<file path="config.mk">
export PLATFORM = sky130hd
export DESIGN_NAME = pc_sequencer_flat
export DESIGN_NICKNAME = d
export VERILOG_FILES = /design/src/rtl/pc_sequencer_if.sv /design/src/rtl/pc_sequencer.sv /design/src/flat_wrapper.sv
export SDC_FILE = /design/constraint.sdc
export NUM_CORES = 1
export LEC_CHECK = 0
export CAP_MARGIN = 10
export CORE_ASPECT_RATIO = 1.1
export CORE_MARGIN = 1.5
export CORE_UTILIZATION = 54
export CTS_CLUSTER_SIZE = 16
export DETAILED_ROUTE_END_ITERATION = 10
export GPL_TIMING_DRIVEN = 0
export PLACE_DENSITY = 0.82
export SYNTH_ARGS = -nofsm -noshare
export SYNTH_HDL_FRONTEND = slang
export SYNTH_SLANG_ARGS = --single-unit
</file>
<file path="constraint.sdc">
create_clock -name clk -period 5.5 [get_ports clk]
set_input_delay 1.375 -clock clk [delete_from_list [all_inputs] [get_ports clk]]
set_output_delay 1.375 -clock clk [all_outputs]
set_load 0.005 [all_outputs]
</file>
<file path="src/rtl/pc_sequencer_if.sv">
// Handshake bundle between the PC sequencer and its fetch/decode neighbours.
// master drives instruction-side inputs, slave is the sequencer.
interface pc_sequencer_if #(
  parameter int ADDR_W    = 32,
  parameter int RAS_DEPTH = 4
);
  localparam int CW = $clog2(RAS_DEPTH) + 1;

  logic [31:0]       instr;
  logic              instr_valid;
  logic              branch_taken;
  logic [ADDR_W-1:0] rs_value;
  logic              stall;
  logic              redirect_valid;
  logic [ADDR_W-1:0] redirect_pc;
  logic [ADDR_W-1:0] pc;
  logic [ADDR_W-1:0] link_addr;
  logic [ADDR_W-1:0] ras_top;
  logic [CW-1:0]     ras_count;
  logic              ras_mismatch;
  logic              addr_err;

  modport master (
    output instr, instr_valid, branch_taken,
    output rs_value, stall,
    output redirect_valid, redirect_pc,
    input  pc, link_addr, ras_top,
    input  ras_count, ras_mismatch, addr_err
  );

  modport slave (
    input  instr, instr_valid, branch_taken,
    input  rs_value, stall,
    input  redirect_valid, redirect_pc,
    output pc, link_addr, ras_top,
    output ras_count, ras_mismatch, addr_err
  );
endinterface

</file>
<file path="src/rtl/pc_sequencer.sv">
// MIPS program counter: sequential/jump/branch/register targets,
// stall, redirect, misaligned-target trap and a return-address checker.
module pc_sequencer #(
  parameter int          ADDR_W       = 32,
  parameter logic [31:0] RESET_VECTOR = 32'h0000_0000,
  parameter logic [31:0] EXC_VECTOR   = 32'h0000_0180,
  parameter int          RAS_DEPTH    = 4
) (
  input logic           clk,
  input logic           rst_n,
  pc_sequencer_if.slave bus
);
  localparam int PW = $clog2(RAS_DEPTH);
  localparam int CW = PW + 1;
  localparam logic [ADDR_W-1:0] LOW2 = ADDR_W'(3);
  localparam logic [ADDR_W-1:0] RV =
    ADDR_W'(RESET_VECTOR) & ~LOW2;
  localparam logic [ADDR_W-1:0] EV =
    ADDR_W'(EXC_VECTOR) & ~LOW2;
  localparam logic [ADDR_W-1:0] HI =
    ADDR_W'(32'hF000_0000);

  logic [ADDR_W-1:0] pc_q;
  logic [ADDR_W-1:0] ras [RAS_DEPTH];
  logic [PW-1:0]     wptr;
  logic [PW-1:0]     top_idx;
  logic [CW-1:0]     count;
  logic              mis_q;
  logic              err_q;

  logic [5:0] op;
  logic [5:0] fn;
  logic       is_j;
  logic       is_jal;
  logic       is_br;
  logic       is_jr;
  logic       is_jalr;
  logic       jreg;
  logic       misal;
  logic       jgo;
  logic       push;
  logic       pop;
  logic       mis_nxt;

  logic [ADDR_W-1:0] seq;
  logic [ADDR_W-1:0] jump;
  logic [ADDR_W-1:0] branch;
  logic [ADDR_W-1:0] top;
  logic [ADDR_W-1:0] nxt;

  assign op = bus.instr[31:26];
  assign fn = bus.instr[5:0];

  assign is_j    = bus.instr_valid & (op == 6'b000010);
  assign is_jal  = bus.instr_valid & (op == 6'b000011);
  assign is_br   = bus.instr_valid &
                   ((op == 6'b000100) | (op == 6'b000101));
  assign is_jr   = bus.instr_valid & (op == 6'b000000) &
                   (fn == 6'b001000);
  assign is_jalr = bus.instr_valid & (op == 6'b000000) &
                   (fn == 6'b001001);

  assign jreg  = is_jr | is_jalr;
  assign misal = jreg & (|bus.rs_value[1:0]);
  assign jgo   = jreg & ~misal;

  assign seq  = pc_q + ADDR_W'(4);
  assign jump = (seq & HI) |
                ADDR_W'({bus.instr[25:0], 2'b00});
  assign branch = seq + ADDR_W'({{14{bus.instr[15]}},
                                 bus.instr[15:0], 2'b00});

  assign top_idx = wptr - PW'(1);
  assign top     = (count == '0) ? '0 : ras[top_idx];

  // Only JR $ra is checked; JALR $ra still pushes.
  assign push = is_jal | (is_jalr & ~misal);
  assign pop  = is_jr & ~misal &
                (bus.instr[25:21] == 5'd31) &
                (count != '0);
  assign mis_nxt = pop & (bus.rs_value != top);

  always_comb begin
    nxt = seq;
    unique case (1'b1)
      misal:          nxt = EV;
      is_j | is_jal:  nxt = jump;
      jgo:            nxt = bus.rs_value;
      is_br & bus.branch_taken:
                      nxt = branch;
      default:        nxt = seq;
    endcase
  end

  always_ff @(posedge clk or negedge rst_n) begin
    if (!rst_n) begin
      pc_q  <= RV;
      wptr  <= '0;
      count <= '0;
      mis_q <= 1'b0;
      err_q <= 1'b0;
      for (int i = 0; i < RAS_DEPTH; i++) begin
        ras[i] <= '0;
      end
    end else if (bus.redirect_valid) begin
      pc_q  <= bus.redirect_pc & ~LOW2;
      wptr  <= '0;
      count <= '0;
      mis_q <= 1'b0;
      err_q <= 1'b0;
    end else if (bus.stall) begin
      mis_q <= 1'b0;
      err_q <= 1'b0;
    end else begin
      pc_q  <= nxt;
      mis_q <= mis_nxt;
      err_q <= misal;
      if (push) begin
        // Oldest entry is overwritten once full.
        ras[wptr] <= seq;
        wptr      <= wptr + PW'(1);
        if (count != CW'(RAS_DEPTH)) begin
          count <= count + CW'(1);
        end
      end else if (pop) begin
        wptr  <= top_idx;
        count <= count - CW'(1);
      end
    end
  end

  assign bus.pc           = pc_q;
  assign bus.link_addr    = seq;
  assign bus.ras_top      = top;
  assign bus.ras_count    = count;
  assign bus.ras_mismatch = mis_q;
  assign bus.addr_err     = err_q;
endmodule

</file>
<file path="src/flat_wrapper.sv">
// flat-port wrapper written by rule: the top's interface ports become plain ports
module pc_sequencer_flat 
#(
  parameter int          ADDR_W       = 32,
  parameter logic [31:0] RESET_VECTOR = 32'h0000_0000,
  parameter logic [31:0] EXC_VECTOR   = 32'h0000_0180,
  parameter int          RAS_DEPTH    = 4
)
  (clk, rst_n, bus_instr, bus_instr_valid, bus_branch_taken, bus_rs_value, bus_stall, bus_redirect_valid, bus_redirect_pc, bus_pc, bus_link_addr, bus_ras_top, bus_ras_count, bus_ras_mismatch, bus_addr_err);
  pc_sequencer_if #(.ADDR_W(ADDR_W), .RAS_DEPTH(RAS_DEPTH)) bus_i ();
  input logic clk;
  input logic rst_n;
  input wire logic [$bits(bus_i.instr)-1:0] bus_instr;
  input wire logic [$bits(bus_i.instr_valid)-1:0] bus_instr_valid;
  input wire logic [$bits(bus_i.branch_taken)-1:0] bus_branch_taken;
  input wire logic [$bits(bus_i.rs_value)-1:0] bus_rs_value;
  input wire logic [$bits(bus_i.stall)-1:0] bus_stall;
  input wire logic [$bits(bus_i.redirect_valid)-1:0] bus_redirect_valid;
  input wire logic [$bits(bus_i.redirect_pc)-1:0] bus_redirect_pc;
  output wire logic [$bits(bus_i.pc)-1:0] bus_pc;
  output wire logic [$bits(bus_i.link_addr)-1:0] bus_link_addr;
  output wire logic [$bits(bus_i.ras_top)-1:0] bus_ras_top;
  output wire logic [$bits(bus_i.ras_count)-1:0] bus_ras_count;
  output wire logic [$bits(bus_i.ras_mismatch)-1:0] bus_ras_mismatch;
  output wire logic [$bits(bus_i.addr_err)-1:0] bus_addr_err;
  assign bus_i.instr = bus_instr;
  assign bus_i.instr_valid = bus_instr_valid;
  assign bus_i.branch_taken = bus_branch_taken;
  assign bus_i.rs_value = bus_rs_value;
  assign bus_i.stall = bus_stall;
  assign bus_i.redirect_valid = bus_redirect_valid;
  assign bus_i.redirect_pc = bus_redirect_pc;
  assign bus_pc = bus_i.pc;
  assign bus_link_addr = bus_i.link_addr;
  assign bus_ras_top = bus_i.ras_top;
  assign bus_ras_count = bus_i.ras_count;
  assign bus_ras_mismatch = bus_i.ras_mismatch;
  assign bus_addr_err = bus_i.addr_err;
  pc_sequencer #(.ADDR_W(ADDR_W), .RESET_VECTOR(RESET_VECTOR), .EXC_VECTOR(EXC_VECTOR), .RAS_DEPTH(RAS_DEPTH)) u_core (.clk(clk), .rst_n(rst_n), .bus(bus_i));
endmodule
</file>
==> results of run 1 <==
## kinds of logic (layout without fill, tap and decap cells)
kind of cell | after synthesis | in the layout | synth area share, %
compound gates | 415 | 415 | 22.07
flops | 167 | 167 | 37.05
buf+inv | 146 | 376 | 5.269
xor+xnor | 60 | 60 | 4.793
mux | 45 | 45 | 7.633
simple gates | 429 | 429 | 18.62
fa+ha+maj | 40 | 40 | 4.571
## metal layers
layer	global-route usage, %	wire, um	vias to the layer above
met3	8.731	5463	186
met2	63.38	19670	941
li1	-	-	5134
met5	0	0	-
met1	52.79	16280	5659
met4	24.90	2797	0
## final cells by class
cell class | count | area, um^2 | area share (%)
clock inverters | 14 | 156.4 | 1.100
flip-flops and latches | 167 | 4179 | 29.38
clock buffers | 18 | 439.2 | 3.088
well taps | 256 | 320.3 | 2.252
plain buffers | 75 | 344.1 | 2.419
repair buffers | 199 | 2014 | 14.16
multi-input cells | 989 | 6507 | 45.75
inverters | 70 | 262.8 | 1.847
## layout by cell type, fill, tap and decap left out, drive strengths merged, types with 7 or more instances in the layout
master | Yosys | final
nor3b | 8 | 8
o21a | 14 | 14
nand2 | 195 | 195
and3 | 9 | 9
a31oi | 9 | 9
mux4 | 32 | 32
inv | 70 | 78
ha | 38 | 38
clkdlybuf4s50 | 0 | 197
nor3 | 14 | 14
a21oi | 68 | 68
or3 | 16 | 16
a221oi | 21 | 21
and2 | 31 | 31
o21ai | 223 | 223
clkbuf | 49 | 66
mux2 | 8 | 8
nand4 | 24 | 24
o211ai | 7 | 7
buf | 27 | 29
nor2 | 53 | 53
dfrtp | 167 | 167
nand3 | 48 | 48
xnor2 | 32 | 32
xor2 | 27 | 27
a22oi | 7 | 7
a21o | 12 | 12
## final timing paths
check	startpoint	to	slack (ns)	cells past startpoint
max reg2reg	u_core.bus.pc[4]$_DFFE_PN0P_	u_core.bus.pc[31]$_DFFE_PN0P_	0.36	15
max	u_core.wptr[0]$_DFFE_PN0P_	bus_ras_top[30]	0.11	10
min reg2reg	u_core.ras[36]$_DFFE_PN0P_	u_core.ras[36]$_DFFE_PN0P_	0.48	2
min	u_core.ras[36]$_DFFE_PN0P_	u_core.ras[36]$_DFFE_PN0P_	0.48	2
max in group asynchronous	rst_n	u_core.ras[60]$_DFFE_PN0P_	3.74	2
min in group asynchronous	rst_n	u_core.bus.pc[9]$_DFFE_PN0P_	0.85	1
## cells in the mapped netlist, types with 4 or more instances
master,n
a211oi_1,5
a21o_1,12
a21oi_1,66
a221o_1,6
a221oi_1,21
a22oi_1,7
a31oi_1,9
and2_1,31
and3_1,9
and4_1,6
buf_1,4
buf_2,18
buf_4,4
clkbuf_1,48
dfrtp_1,167
ha_1,38
inv_1,70
mux2_2,8
mux2i_1,5
mux4_2,32
nand2_1,191
nand2_2,4
nand2b_1,6
nand3_1,47
nand4_1,24
nor2_1,52
nor2b_1,4
nor3_1,12
nor3b_1,8
o211ai_1,7
o21a_1,14
o21ai_0,222
o21bai_1,5
o221ai_1,6
o22ai_1,4
o31ai_1,4
or3_1,16
xnor2_1,32
xor2_1,27
## flip-flops by register name, indices dropped and copies added (netlist names)
register,count
u_core.bus.addr_err,1
u_core.bus.pc,32
u_core.ras,128
u_core.wptr,2
u_core.bus.ras_mismatch,1
u_core.bus.ras_count,3
## stage by stage
| step | utilization [%] | hold slack [ns] | setup WS (ns) | TNS (ns) |
|---|---|---|---|---|
| 4_1_cts | 69.34 | 0.4815 | 0.07694 | 0 |
| 5_1_grt | 69.36 | 0.4987 | 0.06902 | 0 |
| 2_1_floorplan | - | 0.4446 | 1.217 | 0 |
| 3_5_place_dp | 66.38 | 0.4662 | -0.6683 | -6.167 |
| 6_report | 69.36 | 0.4778 | 0.1103 | 0 |
| 3_3_place_gp | 66.22 | 0.4557 | -3.776 | -631.94 |
## power by group through the flow
stage / Sequential (W) / Clock, W / Combinational (W)
5_1_grt: 0.00131 / 0.00125 / 0.000915
3_3_place_gp: 0.00133 / 0 / 0.000809
2_1_floorplan: 0.00132 / 0 / 0.000430
4_1_cts: 0.00131 / 0.00120 / 0.000826
6_report: 0.00131 / 0.00121 / 0.000847
3_5_place_dp: 0.00133 / 0 / 0.000820
## critical path, delay by kind of cell (launching register included)
family,cells,cell delay (ns)
adders and majority gates,1,0.45
buffers and inverters,7,2.06
DFF,1,0.39
muxes,1,0.44
and+or+nand+nor,1,0.23
## timing repair
| item | 4_1_cts | 5_1_grt |
|---|---|---|
| resized for setup | 10 | 1 |
| setup buffers | 0 | 0 |
| endpoints found under the setup margin | 28 | 2 |
==> flow_summary.toml, run 1 <==
[status]
status = "finished, final reports clean"

[setup_path]
critPathMaxFanout = 10
required_ns = 4.12
arrival_ns = 4.01
critPathSlowestCell = "ha_2"
path_cells = "buf_2, buf_4, buf_6, inv_1, ha_2, buf_4, buf_4, mux4_2, and2_1, clkdlybuf4s50_1"
start_kind = "flop"
path_class = "reg2out"
end_kind = "output port"
worst_path_most_repeated_cell = "buf_4"
cpPeakStageDelay_ns = 0.45

[cts]
cts.sinks = 167
postCtsHoldBufs = 0
htreeDepth = 4
cts.reportedPaths.clkPinSlew_ns = 0.07
root_buffer = "clkbuf_16"
cts_buffers = 17
cts_tree = "done"
clk_latency_ns = 0.44
clockBufferDepth = 2

[synth]
synth_cell_type_count = 74
ys_seq_elements = 167
syn_area_per_cell_um2 = 8.662
synth-edff-count = 0
synth_nets = 1444
ys.flop_type = "dfrtp_1"
synthTopCellsByArea = "dfrtp_1 37%, o21ai_0 9.9%, mux4_2 6.4%"
synth_area_um2 = 11280
synthArstFlopShare_pct = 100.0
synthCells = 1302
synth_top_area_share_pct = 37.05
ys_seq_area_share_pct = 37.05
yosysTopAreaCell = "dfrtp_1"
ys_warn_count = 0

[layout]
fin_nets = 1661
synthToLayoutAreaGrowth_pct = 26.11
design_area_um2 = 14220
antenna_cells = 0
drive_gt1_share_pct = 7.702
fillCellCount = 1612
finalNonFillerCells = 1788

[power_and_ir_drop]
sw_frac_of_total_pct = 33.71
p_sw_w = 0.001137
seq_power_share_pct = 38.9
finalPower_w = 0.003373
p_comb_share_pct = 25.1
clockPowerShare_pct = 36.0
leakage_nw = 5.954
internal-power_w = 0.002236
cellPowerDensity_nw_per_um2 = 237.1
ir_drop_uv = 169.3

[floorplanning]
die_w_um = 140.8
rows = 55
pin_count = 203
die_area_um2 = 21760
dieHeight_um = 154.6
initial_core_util_pct = 55.00
core_um2 = 20510

[global_route]
grt_max_degree = 101
track_usage_pct = 40.90
antenna_found_initial = 1
grt_first_pass_wirelength_um = 66570
first_global_vias = 11546
grt_overflow = 0

[place]
gp_congestion = 0.9459
place_area_um2 = 13610
numPlacedInstances = 1757
io_buffers = 198
hpwlAfterDp_um = 33970

[routing]
ant_nets = 0
drtIter0Drc = 1503
wl_um = 44210
via_per_inst = 6.667
vias = 11920
drc = 0
wl_per_cell_um = 24.72
first_pass_iters = 8

[timing]
final-setup-viol-count = 0
hold_viol_final = 0
slew_viol_final = 0
period_share_pct = 97.99
post-route-min-period_ns = 5.390
tightest_slew_ns = 1.099
fin_skew_ns = 0.01123
rsz0062_at_grt = "no"
relSlewSlack_pct = 26.13
max_freq_ghz = 0.1855

[hold_path]
hold_path.class = "reg2reg"

[job]
drv_cap = 0
No activity file was read; power rests on OpenSTA's default activity.
==> inputs of run 2 (changes only) <==
--- a/config.mk
+++ b/config.mk
@@ -8,11 +8,12 @@
 export CAP_MARGIN = 10
 export CORE_ASPECT_RATIO = 1.1
 export CORE_MARGIN = 1.5
-export CORE_UTILIZATION = 54
+export CORE_UTILIZATION = 52
 export CTS_CLUSTER_SIZE = 16
 export DETAILED_ROUTE_END_ITERATION = 10
 export GPL_TIMING_DRIVEN = 0
-export PLACE_DENSITY = 0.82
+export PLACE_DENSITY = 0.79
+export RECOVER_POWER = 100
 export SYNTH_ARGS = -nofsm -noshare
 export SYNTH_HDL_FRONTEND = slang
 export SYNTH_SLANG_ARGS = --single-unit
==> constraint.sdc (replaced) <==
create_clock -name clk -period 6.8 [get_ports clk]
set_input_delay 1.7 -clock clk [delete_from_list [all_inputs] [get_ports clk]]
set_output_delay 1.7 -clock clk [all_outputs]
set_load 0.005 [all_outputs]
==> flow_summary.toml, run 2 (same netlist as run 1, synthesis figures left out) <==
[setup_path]
critPathMaxFanout = 19
worst_path_most_repeated_cell = "buf_2"
arrival_ns = 4.88
path_cells = "buf_2, buf_2, buf_2, inv_1, ha_1, clkbuf_1, clkbuf_2, mux4_2, and2_1, dlygate4sd3_1"
path_class = "reg2out"
end_kind = "output port"
reg2reg_depth = 14
critical_path_depth = 10
start_kind = "flop"
critPathSlowestCell = "clkbuf_2"
cpPeakStageDelay_ns = 0.65
critPathBufInv = 7
required_ns = 5.10
cp_top_family = "buffers and inverters"

[floorplanning]
dieHeight_um = 157.5
core_um2 = 21300
die_area_um2 = 22580
pin_count = 203
initial_core_util_pct = 52.95
die_w_um = 143.4
rows = 56

[timing]
relSlewSlack_pct = -148.5
final-setup-viol-count = 0
period_share_pct = 96.82
hold_viol_final = 0
tightest_slew_ns = 3.727
fin_skew_ns = 0.01183
slew_viol_final = 89
post-route-min-period_ns = 6.584
setup_tns_ns = 0
max_freq_ghz = 0.1519
rsz0062_at_grt = "no"

[cts]
cts.reportedPaths.clkPinSlew_ns = 0.08
clockBufferDepth = 2
cts_buffers = 17
root_buffer = "clkbuf_16"
cts.sinks = 167
post-cts-setup-buffers = 0
clk_latency_ns = 0.44
htreeDepth = 4
post_cts_resized = 0
cts_tree = "done"

[global_route]
grt_overflow = 0
first_global_vias = 11237
antenna_found_initial = 0
grt_max_degree = 100
grt_first_pass_wirelength_um = 63870
track_usage_pct = 38.25

[routing]
vias = 11863
ant_nets = 0
wl_per_cell_um = 23.35
via_per_inst = 6.515
drtIter0Drc = 1525
drc = 0
first_pass_iters = 6
wl_um = 42530

[place]
place_area_um2 = 13660
io_buffers = 198
gp_congestion = 1.078
hpwlAfterDp_um = 32770

[layout]
layout_common_cells = "223 x o21ai_0, 195 x nand2_1, 167 x dfrtp_1"
regMostFlops = "u_core.ras"
design_area_um2 = 14130
antenna_cells = 0
synthToLayoutAreaGrowth_pct = 25.28
post-route-util_pct = 66.34
largest_reg_flops = 128
drive_gt1_share_pct = 6.466
fin_nets = 1661
final_common_cell = "o21ai_0"

[status]
status = "finished, violations left"
violations = "max-capacitance violations, max-slew violations"

[power_and_ir_drop]
finalPower_w = 0.002679
internal-power_w = 0.001778
leakage_nw = 5.962
cellPowerDensity_nw_per_um2 = 189.6
p_comb_share_pct = 24.5
ir_drop_uv = 186.8
p_sw_w = 0.0009012
sw_frac_of_total_pct = 33.64
clockPowerShare_pct = 36.0
seq_power_share_pct = 39.5

[hold_path]
hold_path.class = "reg2reg"
worstHoldPathCells = 2

[job]
drv_cap = 3
[run 2: cell type report]
cell class	count	area, um^2
fillers	1838	7171
multi-input cells	989	6440
flip-flops and latches	167	4179
repair buffers	199	1983
clock buffers	17	425.4
well taps	290	362.8
plain buffers	75	324.1
inverters	70	262.8
clock inverters	14	152.6
[run 2: worst register-to-register path, delay by kind of cell, from the launching register on]
kind,cells,cell delay (ns)
and+or+nand+nor,7,2.69
AOI/OAI and AO/OA,3,1.11
buffers and inverters,2,0.62
xor gates and xnor gates,1,0.52
adders and majority gates,1,0.42
DFF,1,0.37
[run 2: power groups by stage]
stage               registers [W]  logic (W)  clock network, W
floorplan                 0.00107   0.000348                 0
global placement          0.00108   0.000642                 0
detailed placement        0.00108   0.000653                 0
CTS                       0.00106   0.000658          0.000959
global route              0.00106   0.000703           0.00100
finish                    0.00106   0.000655          0.000964
[run 2: path summary, 6_finish.rpt]
path,to,from,slack (ns)
hold reg to reg,u_core.ras[103]$_DFFE_PN0P_,u_core.ras[103]$_DFFE_PN0P_,0.48
min in group asynchronous,u_core.ras[68]$_DFFE_PN0P_,rst_n,2.54
setup / recovery,bus_ras_top[25],u_core.wptr[0]$_DFFE_PN0P_,0.22
max in group asynchronous,u_core.ras[29]$_DFFE_PN0P_,rst_n,1.21
setup reg to reg,u_core.bus.pc[31]$_DFFE_PN0P_,u_core.bus.pc[2]$_DFFE_PN0P_,1.02
hold / removal,u_core.ras[103]$_DFFE_PN0P_,u_core.ras[103]$_DFFE_PN0P_,0.48
[run 2: metrics by stage]
| stage | hold WS, ns | setup WS, ns | std cells |
|---|---|---|---|
| floorplan | 0.4446 | 2.192 | 1302 |
| global placement | 0.4563 | -2.718 | 1790 |
| detailed placement | 0.4648 | 0.3279 | 1791 |
| CTS | 0.4823 | 0.3488 | 1821 |
| global route | 0.4984 | 0.07783 | 1821 |
| finish | 0.4758 | 0.2165 | 1821 |
[run 2: timing repair]
item / CTS / global route
hold endpoints to repair: 0 / 0
setup endpoints to repair: 9 / 0
hold buffers: 0 / 0
[run 2: layer usage]
layer,vias to the layer above,wire length (um),GRT usage (%)
met2,869,19050,59.25
li1,5129,-,-
met1,5686,15670,50.05
met4,0,2291,20.55
met5,-,0,0
met3,179,5508,8.397
==> inputs of run 3 (changes only) <==
--- a/config.mk
+++ b/config.mk
@@ -14,6 +14,7 @@
 export GPL_TIMING_DRIVEN = 0
 export PLACE_DENSITY = 0.79
 export RECOVER_POWER = 100
+export SLEW_MARGIN = 20
 export SYNTH_ARGS = -nofsm -noshare
 export SYNTH_HDL_FRONTEND = slang
 export SYNTH_SLANG_ARGS = --single-unit
==> results of run 3 <==
Same layout as run 2: the final DEF is identical, and so are final timing and power.
